[src/rtl/seq_detect_ctrl.sv]
// seq_detect_ctrl: run-control and configuration wrapper around a bit-serial
// pattern detector. Holds a programmable pattern, length, overlap mode and
// match target. Arms and disarms detection, counts matches and flags
// completion. Out of reset it behaves as a 0110 detector with overlap.
module seq_detect_ctrl #(
  parameter int PAT_W = 4,
  parameter int CNT_W = 8,
  parameter int LEN_W = $clog2(PAT_W) + 1
) (
  input  logic             clk,
  input  logic             rst,
  input  logic             cfg_we,
  input  logic [PAT_W-1:0] cfg_pattern,
  input  logic [LEN_W-1:0] cfg_len,
  input  logic             cfg_overlap,
  input  logic [CNT_W-1:0] cfg_target,
  input  logic             start,
  input  logic             stop,
  input  logic             in,
  output logic             seq_detected,
  output logic [CNT_W-1:0] match_count,
  output logic             busy,
  output logic             done,
  output logic [1:0]       state
);

  typedef enum logic [1:0] {
    IDLE  = 2'd0,
    ARMED = 2'd1,
    RUN   = 2'd2,
    DONE  = 2'd3
  } state_t;

  state_t           state_reg, state_next;
  logic [PAT_W-1:0] hist_reg, hist_next;
  logic [LEN_W-1:0] fill_reg, fill_next;
  logic [CNT_W-1:0] count_reg, count_next;
  logic             det_reg, det_next;

  // Configuration registers; length is stored already sanitised to 1..PAT_W.
  logic [PAT_W-1:0] pat_reg, pat_next;
  logic [LEN_W-1:0] len_reg, len_next;
  logic             ovl_reg, ovl_next;
  logic [CNT_W-1:0] tgt_reg, tgt_next;

  logic [LEN_W-1:0] cfg_len_eff;
  logic [PAT_W-1:0] len_mask;
  logic [PAT_W:0]   win_full;
  logic [PAT_W-1:0] window;
  logic [LEN_W:0]   fill_inc;
  logic             fill_full;
  logic             hit;
  logic [CNT_W-1:0] count_inc;
  logic             cfg_open;

  // Out-of-range lengths fall back to the full pattern width.
  assign cfg_len_eff = ((cfg_len == '0) || (cfg_len > LEN_W'(PAT_W))) ? LEN_W'(PAT_W) : cfg_len;

  // Mask selecting the low len_reg bits of the compare window.
  for (genvar gi = 0; gi < PAT_W; gi++) begin : g_mask
    assign len_mask[gi] = (LEN_W'(gi) < len_reg);
  end

  // Window includes the bit being sampled this edge (new bit at LSB).
  assign win_full  = {hist_reg, in};
  assign window    = win_full[PAT_W-1:0];
  assign fill_inc  = {1'b0, fill_reg} + 1'b1;
  assign fill_full = (fill_inc >= {1'b0, len_reg});
  assign hit       = fill_full && (((window ^ pat_reg) & len_mask) == '0);
  assign count_inc = (count_reg == '1) ? count_reg : count_reg + 1'b1;
  assign cfg_open  = (state_reg == IDLE) || (state_reg == DONE);

  // State and datapath registers with asynchronous reset to the 0110 defaults.
  always_ff @(posedge clk or posedge rst) begin
    if (rst) begin
      state_reg <= IDLE;
      hist_reg  <= '0;
      fill_reg  <= '0;
      count_reg <= '0;
      det_reg   <= 1'b0;
      pat_reg   <= PAT_W'(4'b0110);
      len_reg   <= LEN_W'(4);
      ovl_reg   <= 1'b1;
      tgt_reg   <= '0;
    end else begin
      state_reg <= state_next;
      hist_reg  <= hist_next;
      fill_reg  <= fill_next;
      count_reg <= count_next;
      det_reg   <= det_next;
      pat_reg   <= pat_next;
      len_reg   <= len_next;
      ovl_reg   <= ovl_next;
      tgt_reg   <= tgt_next;
    end
  end

  // Next-state, detection and configuration logic.
  always_comb begin
    state_next = state_reg;
    hist_next  = hist_reg;
    fill_next  = fill_reg;
    count_next = count_reg;
    det_next   = 1'b0;
    pat_next   = pat_reg;
    len_next   = len_reg;
    ovl_next   = ovl_reg;
    tgt_next   = tgt_reg;

    // Config writes only land while no run is in progress; a write on the
    // start edge is therefore in place for the first sampled bit.
    if (cfg_we && cfg_open) begin
      pat_next = cfg_pattern;
      len_next = cfg_len_eff;
      ovl_next = cfg_overlap;
      tgt_next = cfg_target;
    end

    case (state_reg)
      IDLE, DONE: begin
        if (start) begin
          state_next = ARMED;
          hist_next  = '0;
          fill_next  = '0;
          count_next = '0;
        end
      end
      ARMED, RUN: begin
        if (stop) begin
          // Any match on this edge is dropped; count is held for readback.
          state_next = IDLE;
        end else begin
          hist_next = window;
          if (hit) begin
            det_next   = 1'b1;
            count_next = count_inc;
            if ((tgt_reg != '0) && (count_inc == tgt_reg)) begin
              state_next = DONE;
              fill_next  = len_reg;
            end else if (ovl_reg) begin
              state_next = RUN;
              fill_next  = len_reg;
            end else begin
              // Non-overlapping: the next match needs len fresh bits.
              state_next = ARMED;
              fill_next  = '0;
            end
          end else begin
            fill_next  = fill_full ? len_reg : fill_inc[LEN_W-1:0];
            state_next = fill_full ? RUN : ARMED;
          end
        end
      end
      default: state_next = IDLE;
    endcase
  end

  assign seq_detected = det_reg;
  assign match_count  = count_reg;
  assign busy         = (state_reg == ARMED) || (state_reg == RUN);
  assign done         = (state_reg == DONE);
  assign state        = state_reg;

endmodule

[config.mk]
export PLATFORM = sky130hd
export DESIGN_NAME = seq_detect_ctrl
export DESIGN_NICKNAME = d
export VERILOG_FILES = /design/src/rtl/seq_detect_ctrl.sv
export SDC_FILE = /design/constraint.sdc
export NUM_CORES = 1
export LEC_CHECK = 0
export CAP_MARGIN = 5
export CORE_MARGIN = 10
export CORE_UTILIZATION = 35
export DETAILED_ROUTE_END_ITERATION = 10
export SETUP_SLACK_MARGIN = 0.1
export SYNTH_ARGS = -nofsm -noshare
export SYNTH_HDL_FRONTEND = slang
export SYNTH_SLANG_ARGS = --single-unit
[constraint.sdc]
create_clock -name clk -period 2.52 [get_ports clk]
set_input_delay 0.252 -clock clk [delete_from_list [all_inputs] [get_ports clk]]
set_output_delay 0.252 -clock clk [all_outputs]
set_load 0.1 [all_outputs]
==> metrics.md <==
| Metric | Value |
|---|---|
| Outcome | `complete, no violations` |
| Sequential cell area | `860 µm²` |
| Stage delay of the slowest cell on the critical path | `0.48 ns` |
| Tot Pwr | `2.98 mW` |
| Kind of path behind the tightest hold check | `in -> async` |
| Peak supply drop | `0.000885 V` |
| Routed Wire Length | `5.00 mm` |
| Max Root-Sink Buffers | `2` |
| Most common flop cell mapped by yosys | `sky130_fd_sc_hd__dfrtp_1` |
| Setup Crit Path Kind | `reg -> reg` |
| Synthesis Warnings | `0` |
| Yosys cell types | `56` |
| Normalized max-slew margin | `62.3%` |
| Vias per inst | `5.36` |
| Area occupied by multi-input gates | `0.00119 mm²` |
| Endpoint required time on the critical path | `2.75 ns` |
| R2r setup slk | `0.20 ns` |
| Number of placement rows | `28` |
| Starting density of the core | `35.6%` |
| Maximum level of the CTS H-tree | `2` |
| Max Clk Rate | `431 MHz` |
| Final-stage net count | `278` |
| Final Max Tran Viols | `0` |
| Count of buffers from port buffering | `34` |
| GRT Resource Usage Total | `10.7%` |
| Seq/Total Area, Yosys | `39.9%` |
| I/O pin count | `35` |
| Clock slew at reported path FFs | `0.07 ns` |
| Final hold violations | `0` |
| Period Utilization, post-route | `92.0%` |
| Sum of negative setup slack | `0 ns` |
| Total cell area at the placement stage | `0.00252 mm²` |
| Vias in the first global route | `1,638` |
| Post-synth EDFFs | `0` |
| Final HPWL from detailed placement | `3.86 mm` |
| Synthesized Nets | `239` |
| DR vias | `1,742` |
| Setup Viol. Count Final | `0` |
| Syn Inst Count | `210` |
| Core box area | `0.00585 mm²` |
| Clock latency at the later pin of the worst-skew pair | `0.29 ns` |
| Post-route DRC | `0` |
| First-pass GRT wire length | `8.51 mm` |
| Leading cell types by total area after synthesis | `sky130_fd_sc_hd__dfrtp_1, sky130_fd_sc_hd__mux2_2, sky130_fd_sc_hd__dfstp_2, sky130_fd_sc_hd__ha_1, sky130_fd_sc_hd__xnor2_1` |
| Cell type with the highest aggregate area in the netlist | `sky130_fd_sc_hd__dfrtp_1` |
| Worst reg2reg path endpoint | `state[0]` |
| Data arrival, critical path | `2.55 ns` |
| Cells after DPL | `317` |
| Synthesis-stage register bit count | `33` |
| Placer's final routability congestion estimate | `0.862` |
| Share of the core filled with cells in the final layout | `44.8%` |
| Sinks on Clock Net | `33` |
| Ratio of total power to cell area | `1140 mW/mm²` |
| Antenna Cells | `0` |
| Pin count of the biggest net entering global routing | `34` |
| Top-area cell type share of the netlist area | `34.8%` |
| Antenna-violating nets left | `0` |
| Critical-path cell list | `ha_4 -> nand4_1 -> nor2_1 -> o21bai_1 -> a2111o_1 -> o31ai_1 -> a22o_1` |
| Area of the mapped netlist | `0.00208 mm²` |
| Cell type of the slowest stage on the worst timing path | `sky130_fd_sc_hd__dfrtp_4` |
| Number of buffers inserted for hold repair after clock tree synthesis | `0` |
| Setup crit start kind | `flop` |
| Peak fanout along the critical path | `10` |
| Share of flip-flops with an asynchronous set or reset | `100%` |
| Fill cells | `567` |
| Number of clock buffers inserted by TritonCTS | `5` |
| Floorplan die area | `0.00944 mm²` |
| Worst reg2reg path startpoint | `match_count[0]` |
| Antenna violations before repair | `0` |
| Static leakage | `1.02 nW` |
| Vert. Die Dim | `97.2 µm` |
| Min Tclk post-route | `2.32 ns` |
| Setup repair after global routing missed its margin | `yes` |
| Most used cells in the layout excluding fill and tap cells | `sky130_fd_sc_hd__clkdlybuf4s50_1, sky130_fd_sc_hd__buf_4, sky130_fd_sc_hd__dfrtp_1` |
| Logic depth of the worst register-to-register path | `7` |
| Final Cell Area | `0.00262 mm²` |
| Type of element capturing the critical path | `flop` |
| Width of the chip | `97.2 µm` |
| Area growth, synth to finish | `25.7%` |
| Pre-Repair DR Iteration Count | `4` |
| Synthesized area per cell | `9.92 µm²` |
| Number of maximum-capacitance constraint violations | `0` |
| Layout Skew | `0.0140 ns` |
| Final instance count without filler cells | `325` |
| Layout cell share with drive strength beyond 1 | `26.4%` |
| Least-Margin Pin Slew | `0.564 ns` |
| Global route total overflow | `0` |
| Routed wirelength normalized by instance count | `15.4 µm` |
| Clock tree root buffer cell | `sky130_fd_sc_hd__clkbuf_8` |
| 1st-iter DRT viols | `157` |
| CTS tree | `done` |
[routing by layer]
metal | routed length (µm) | track usage (%)
met5 | 0 | 0
met4 | 96 | 4.77
met3 | 375 | 3.63
met2 | 2100 | 14.8
met1 | 2430 | 14.5
[logic make-up after synthesis]
kind of cell               count (synthesis)  share of synthesized area [%]
DFF                                       33                           39.9
buffers and inverters                     18                           4.02
muxes                                     16                           8.47
and+or+nand+nor                           67                           18.5
adders and majority gates                  7                           4.20
AOI/OAI and AO/OA                         59                           20.7
xor gates and xnor gates                  10                           4.20
[critical path: cells and delay by family, from the launching register on]
| family | cells | cell delay, ns |
|---|---|---|
| simple gates | 2 | 0.50 |
| flops | 1 | 0.48 |
| fa+ha+maj | 1 | 0.22 |
| compound gates | 4 | 1.05 |
[report_power, final]
part	internal [mW]	switching, mW
clock	0.194	0.190
combinational	0.664	0.953
sequential	0.758	0.216
total	1.62	1.36
[final cells by class]
cell class                      instances  area share [%]
Timing Repair Buffer                   42            14.0
Clock buffer                            7            2.91
Sequential cell                        33            32.8
Inverter                                8            1.15
Multi-Input combinational cell        159            45.3
Clock inverter                          1           0.191
Tap cell                               75            3.58
[synthesized netlist by cell type (all sizes together) (3+ instances only)]
| cell | instances |
|---|---|
| and3 | 3 |
| a311oi | 4 |
| dfrtp | 29 |
| nand3 | 4 |
| a31o | 3 |
| mux2 | 13 |
| nor3 | 5 |
| buf | 8 |
| mux2i | 3 |
| ha | 7 |
| inv | 8 |
| nand2 | 11 |
| nor2b | 6 |
| dfstp | 4 |
| a31oi | 3 |
| o21ai | 14 |
| nand2b | 5 |
| a22o | 4 |
| xnor2 | 9 |
| a211oi | 5 |
| a21oi | 11 |
| nor4 | 5 |
| nor2 | 13 |
[repair_timing]
item	in CTS	in global routing
endpoints found under the setup margin	5	7
gates resized for setup	1	2
setup buffers	0	0
pin swaps	0	1
[stage by stage]
| stage | hold slack (ns) | setup slack, ns |
|---|---|---|
| 5_1_grt | 0.396 | 0.0530 |
| 3_3_place_gp | 0.528 | 0.0633 |
| 3_5_place_dp | 0.530 | 0.0452 |
| 2_1_floorplan | 0.359 | 0.105 |
| 4_1_cts | 0.372 | 0.132 |
| 6_report | 0.357 | 0.202 |
[how the worst max path moves through the flow]
stage	from	endpoint	slack, ns	cells after the start
2_1_floorplan	match_count[0]	fill_reg[2]	0.10	8
3_3_place_gp	match_count[0]	state[0]	0.06	7
3_5_place_dp	match_count[0]	state[0]	0.05	7
4_1_cts	match_count[0]	state[0]	0.13	7
5_1_grt	match_count[0]	state[0]	0.05	7
6_report	match_count[0]	state[0]	0.20	7
Note: power is estimated with default switching activity, not from simulation.
==> RTL edit 1 (same flow settings) <==
Reset style: synchronous (`rst`), changed in one clocked block. Comments in the files are not updated.
--- a/src/rtl/seq_detect_ctrl.sv
+++ b/src/rtl/seq_detect_ctrl.sv
@@ -73,3 +73,3 @@
   // State and datapath registers with asynchronous reset to the 0110 defaults.
-  always_ff @(posedge clk or posedge rst) begin
+  always_ff @(posedge clk) begin
     if (rst) begin
Function: differs if rst is asserted again (counterexample within 4 cycles, from zero or initial values and one cycle with rst high); with rst held inactive, the same outputs for 4 cycles.
==> RTL edit 1 against the unedited design <==
  * Global-route usage up 1.5 points
  * Sequential cell count unchanged
  * Wire length up 11%
  * Final area down 2.6%
  * First-iteration DRC count up 27%
  * Worst setup slack better by 0.082 ns
  * Area after synthesis down 3.9%
Power is not compared: it rests on default switching activity, and its combinational part moved more than twofold at a synthesized area within 25%.
==> RTL edit 1: results <==
power:
  worst_ir_drop_vdd_v: 0.000345
  power_leakage_nw: 0.946
placement:
  portBuffers: 34
  pre_cts_ws_ns: 0.195
  dp_cells: 362
  dpl.hpwl_um: 4180
  gp_congestion: 0.901
worst_setup_path:
  crit_arrival_ns: 2.45
  timing.rr.start: "fill_reg[0]"
  cp_slowest_cell: "or3_4"
  r2r_slack_ns: 0.28
  slowest_delay_ns: 0.42
  r2r_cells: 8
  r2r_end: "match_count[0]"
  crit_fanout: 8
synth:
  ys_types: 49
  yosysSeqAreaShare_pct: 33.0
  ys_warn_count: 0
  async_reset_ff_share_pct: 0
  synth_commonest_cells: "37 x nand2_1, 33 x dfxtp_1, 30 x a21oi_1"
  syn-num-nets: 291
  netlist_instances: 262
  synth_area_leaders: "dfxtp_1 33%, a21oi_1 7.5%, nand2_1 6.9%, ha_1 4.4%, nor2_1 4.1%"
worst_hold_path:
  worstHoldPathType: "reg2reg"
  hold_start: "pat_reg[3]"
  holdPathStages: 2
  hold_end: "pat_reg[3]"
grt:
  grt_pass1_vias: 1830
  antenna_found_initial: 0
  grt_usage_pct: 12.3
  grt_first_pass_wirelength_um: 9110
  grt_max_degree: 19
cts:
  postCtsSetupBuffers: 0
  htree_levels: 2
  cts_root_buf: "clkbuf_8"
  clockBufferDepth: 2
  clk_latency_ns: 0.29
  numCtsBuffers: 5
  clk_pin_slew_ns: 0.08
routing:
  finalWirelength_um: 5530
  firstDrtPassIters: 5
  drt_iter0_drc: 200
  vias: 2058
sta:
  final.setup_skew_ns: 0.0106
  tightest_slew_ns: 0.565
finish:
  n_antenna_cell: 0
  nets: 326
  final-instance-count-excl-fill: 370
  drive_gt1_share_pct: 16.1
outcome:
  status: "finished clean"
[RTL edit 1: cell count changes in the layout (fill, tap and decap cells not counted), sizes merged, moves of 7 or more]
cell	unedited run	this run
nand2	11	37
dfxtp	0	33
mux2	13	0
o21ai	14	7
a21oi	11	30
dfrtp	29	0
xnor2	9	2
nor2	13	23
[RTL edit 1: layout make-up]
cell class              instances  area (um^2)
fillers                       587         2990
multi-input cells             206         1270
flip-flops and latches         33          683
repair buffers                 42          368
clock buffers                   7         97.6
well taps                      72         90.1
inverters                       9         33.8
clock inverters                 1         5.00
[RTL edit 1: how the worst max path moves through the flow]
stage                     slack (ns)            from              to
after CTS                       0.15  match_count[0]     fill_reg[2]
final                           0.28     fill_reg[0]  match_count[0]
after global placement          0.20  match_count[0]     fill_reg[2]
after floorplan                 0.17        state[1]  match_count[0]
after global routing            0.15     fill_reg[0]  match_count[0]
after detailed placement        0.19  match_count[0]     fill_reg[2]
[RTL edit 1: logic make-up after synthesis]
kind of cell    count (synthesis)  synth area share [%]
simple gates                  114                  28.9
buf+inv                        23                  4.69
flops                          33                  33.0
xor+xnor                        7                  3.06
compound gates                 78                  26.0
fa+ha+maj                       7                  4.37
[RTL edit 1: worst max-delay path, delay by kind of cell (launching register included)]
kind	cells	cell delay, ns
AND/OR/NAND/NOR	2	0.74
adder cells (fa/ha/maj)	2	0.52
flip-flops	1	0.37
AO/OA/AOI/OAI	2	0.33
XOR/XNOR	1	0.17
buffers and inverters	1	0.04
[RTL edit 1: timing repair]
item / in CTS / in global routing
hold buffers: 0 / 0
endpoints found under the setup margin: 0 / 6
gates resized for setup: 0 / 3
[RTL edit 1: report_power, final]
part	switching, W	internal, W
clock network	0.000207	0.000254
logic	0.000266	0.000167
registers	0.0000477	0.000561
[RTL edit 1: per-stage QoR]
stage          cell area, um^2  hold WS, ns
2_1_floorplan             2040        0.376
3_3_place_gp              2430        0.459
3_5_place_dp              2430        0.465
4_1_cts                   2540        0.476
5_1_grt                   2550        0.503
6_report                  2550        0.473
[RTL edit 1: per-layer routing]
layer	GRT usage [%]	part of all wire, %	vias to the layer above
li1	-	-	1036
met1	17.0	49	940
met2	18.2	44	73
met3	3.69	6.0	9
met4	2.58	0.87	0
met5	0	0	-
==> RTL edit 2 (config.mk and constraints unchanged) <==
Made on the original files. `PAT_W`: 4 -> 2.
--- a/src/rtl/seq_detect_ctrl.sv
+++ b/src/rtl/seq_detect_ctrl.sv
@@ -5,3 +5,3 @@
 module seq_detect_ctrl #(
-  parameter int PAT_W = 4,
+  parameter int PAT_W = 2,
   parameter int CNT_W = 8,
Ports: changed (resized cfg_len and cfg_pattern); port bits go from 35 to 32. The function was not compared with the original's and may differ.
==> RTL edit 2 against the unedited design <==
  * Wire length down 16%
  * Cell count decreased by 11%
  * Sequential cell count decreased by 6
  * Via count is 14% lower
  * Count of clock-buffer cells in the layout is 4 lower
  * First-iteration DRC count shrank 20%
  * Worst setup slack improved by 0.049 ns
  * Total power fell by 25%
  * Area after synthesis fell by 18%
  * Final area down 15%
  * Highest routed layer unchanged
==> RTL edit 2: results <==
grt:
  grt_pass1_vias: 1421
  grt_use_met2_pct: 15.3
  grt_max_degree: 20
  grt_first_pass_wirelength_um: 7140
sta:
  final.setup_skew_ns: 0.00357
  tightest_slew_ns: 0.728
  min_period_ns: 2.27
routing:
  drt_iter0_drc: 125
  finalWirelength_um: 4210
  vias: 1491
  met1Wirelength_um: 2160
  met2WireLength_um: 1880
finish:
  layout.nonclk_buf_share_pct: 16.9
  clock_cell_area_share_pct: 2.20
  seq_area_um2: 696
  multi_input_area_share_pct: 44.5
  drive_gt1_share_pct: 27.5
  nets: 247
  inverters: 7
  fillers: 496
power:
  power_leakage_nw: 0.894
  worst_ir_drop_vdd_v: 0.000332
  p_switching_w: 0.00105
  comb-power_w: 0.00124
  pwr-share-seq_pct: 33.2
placement:
  pre_cts_ws_ns: 0.0506
  portBuffers: 31
  dpl.hpwl_um: 3250
  gp_congestion: 0.845
  place_area_um2: 2130
synth:
  synth_commonest_cells: "25 x dfrtp_1, 11 x nand2_1, 11 x nor2_1"
  syn-num-nets: 207
  ys_types: 47
outcome:
  status: "finished clean"
cts:
  clk_latency_ns: 0.27
  numCtsBuffers: 3
die:
  core-area_um2: 4750
worst_setup_path:
  endpoint: "fill_reg[1]"
  r2r_cells: 8
## RTL edit 2: cell count changes after synthesis, sizes merged, moves of 4 or more
cell    unedited run  this run
dfrtp             29        25
o21ai             14        10
nand4              2         6
nand3              4         8
xnor2              9         2
a311oi             4         0
## RTL edit 2: kinds of logic (layout without fill, tap and decap cells)
group | after synthesis | count (layout) | share of synthesized area, %
and+or+nand+nor | 76 | 77 | 25.3
muxes | 15 | 15 | 9.47
adders and majority gates | 5 | 5 | 4.08
buffers and inverters | 17 | 55 | 4.37
xor gates and xnor gates | 5 | 5 | 2.55
DFF | 27 | 27 | 39.5
AOI/OAI and AO/OA | 38 | 38 | 14.7
## RTL edit 2: through the flow
stage,total power (W),util (%),hold slack [ns],instances
2_1_floorplan,0.00166,-,0.303,183
3_3_place_gp,0.00192,44.7,0.510,281
3_5_place_dp,0.00194,44.7,0.509,281
4_1_cts,0.00221,45.8,0.421,285
5_1_grt,0.00241,46.6,0.453,289
6_report,0.00224,46.6,0.390,289
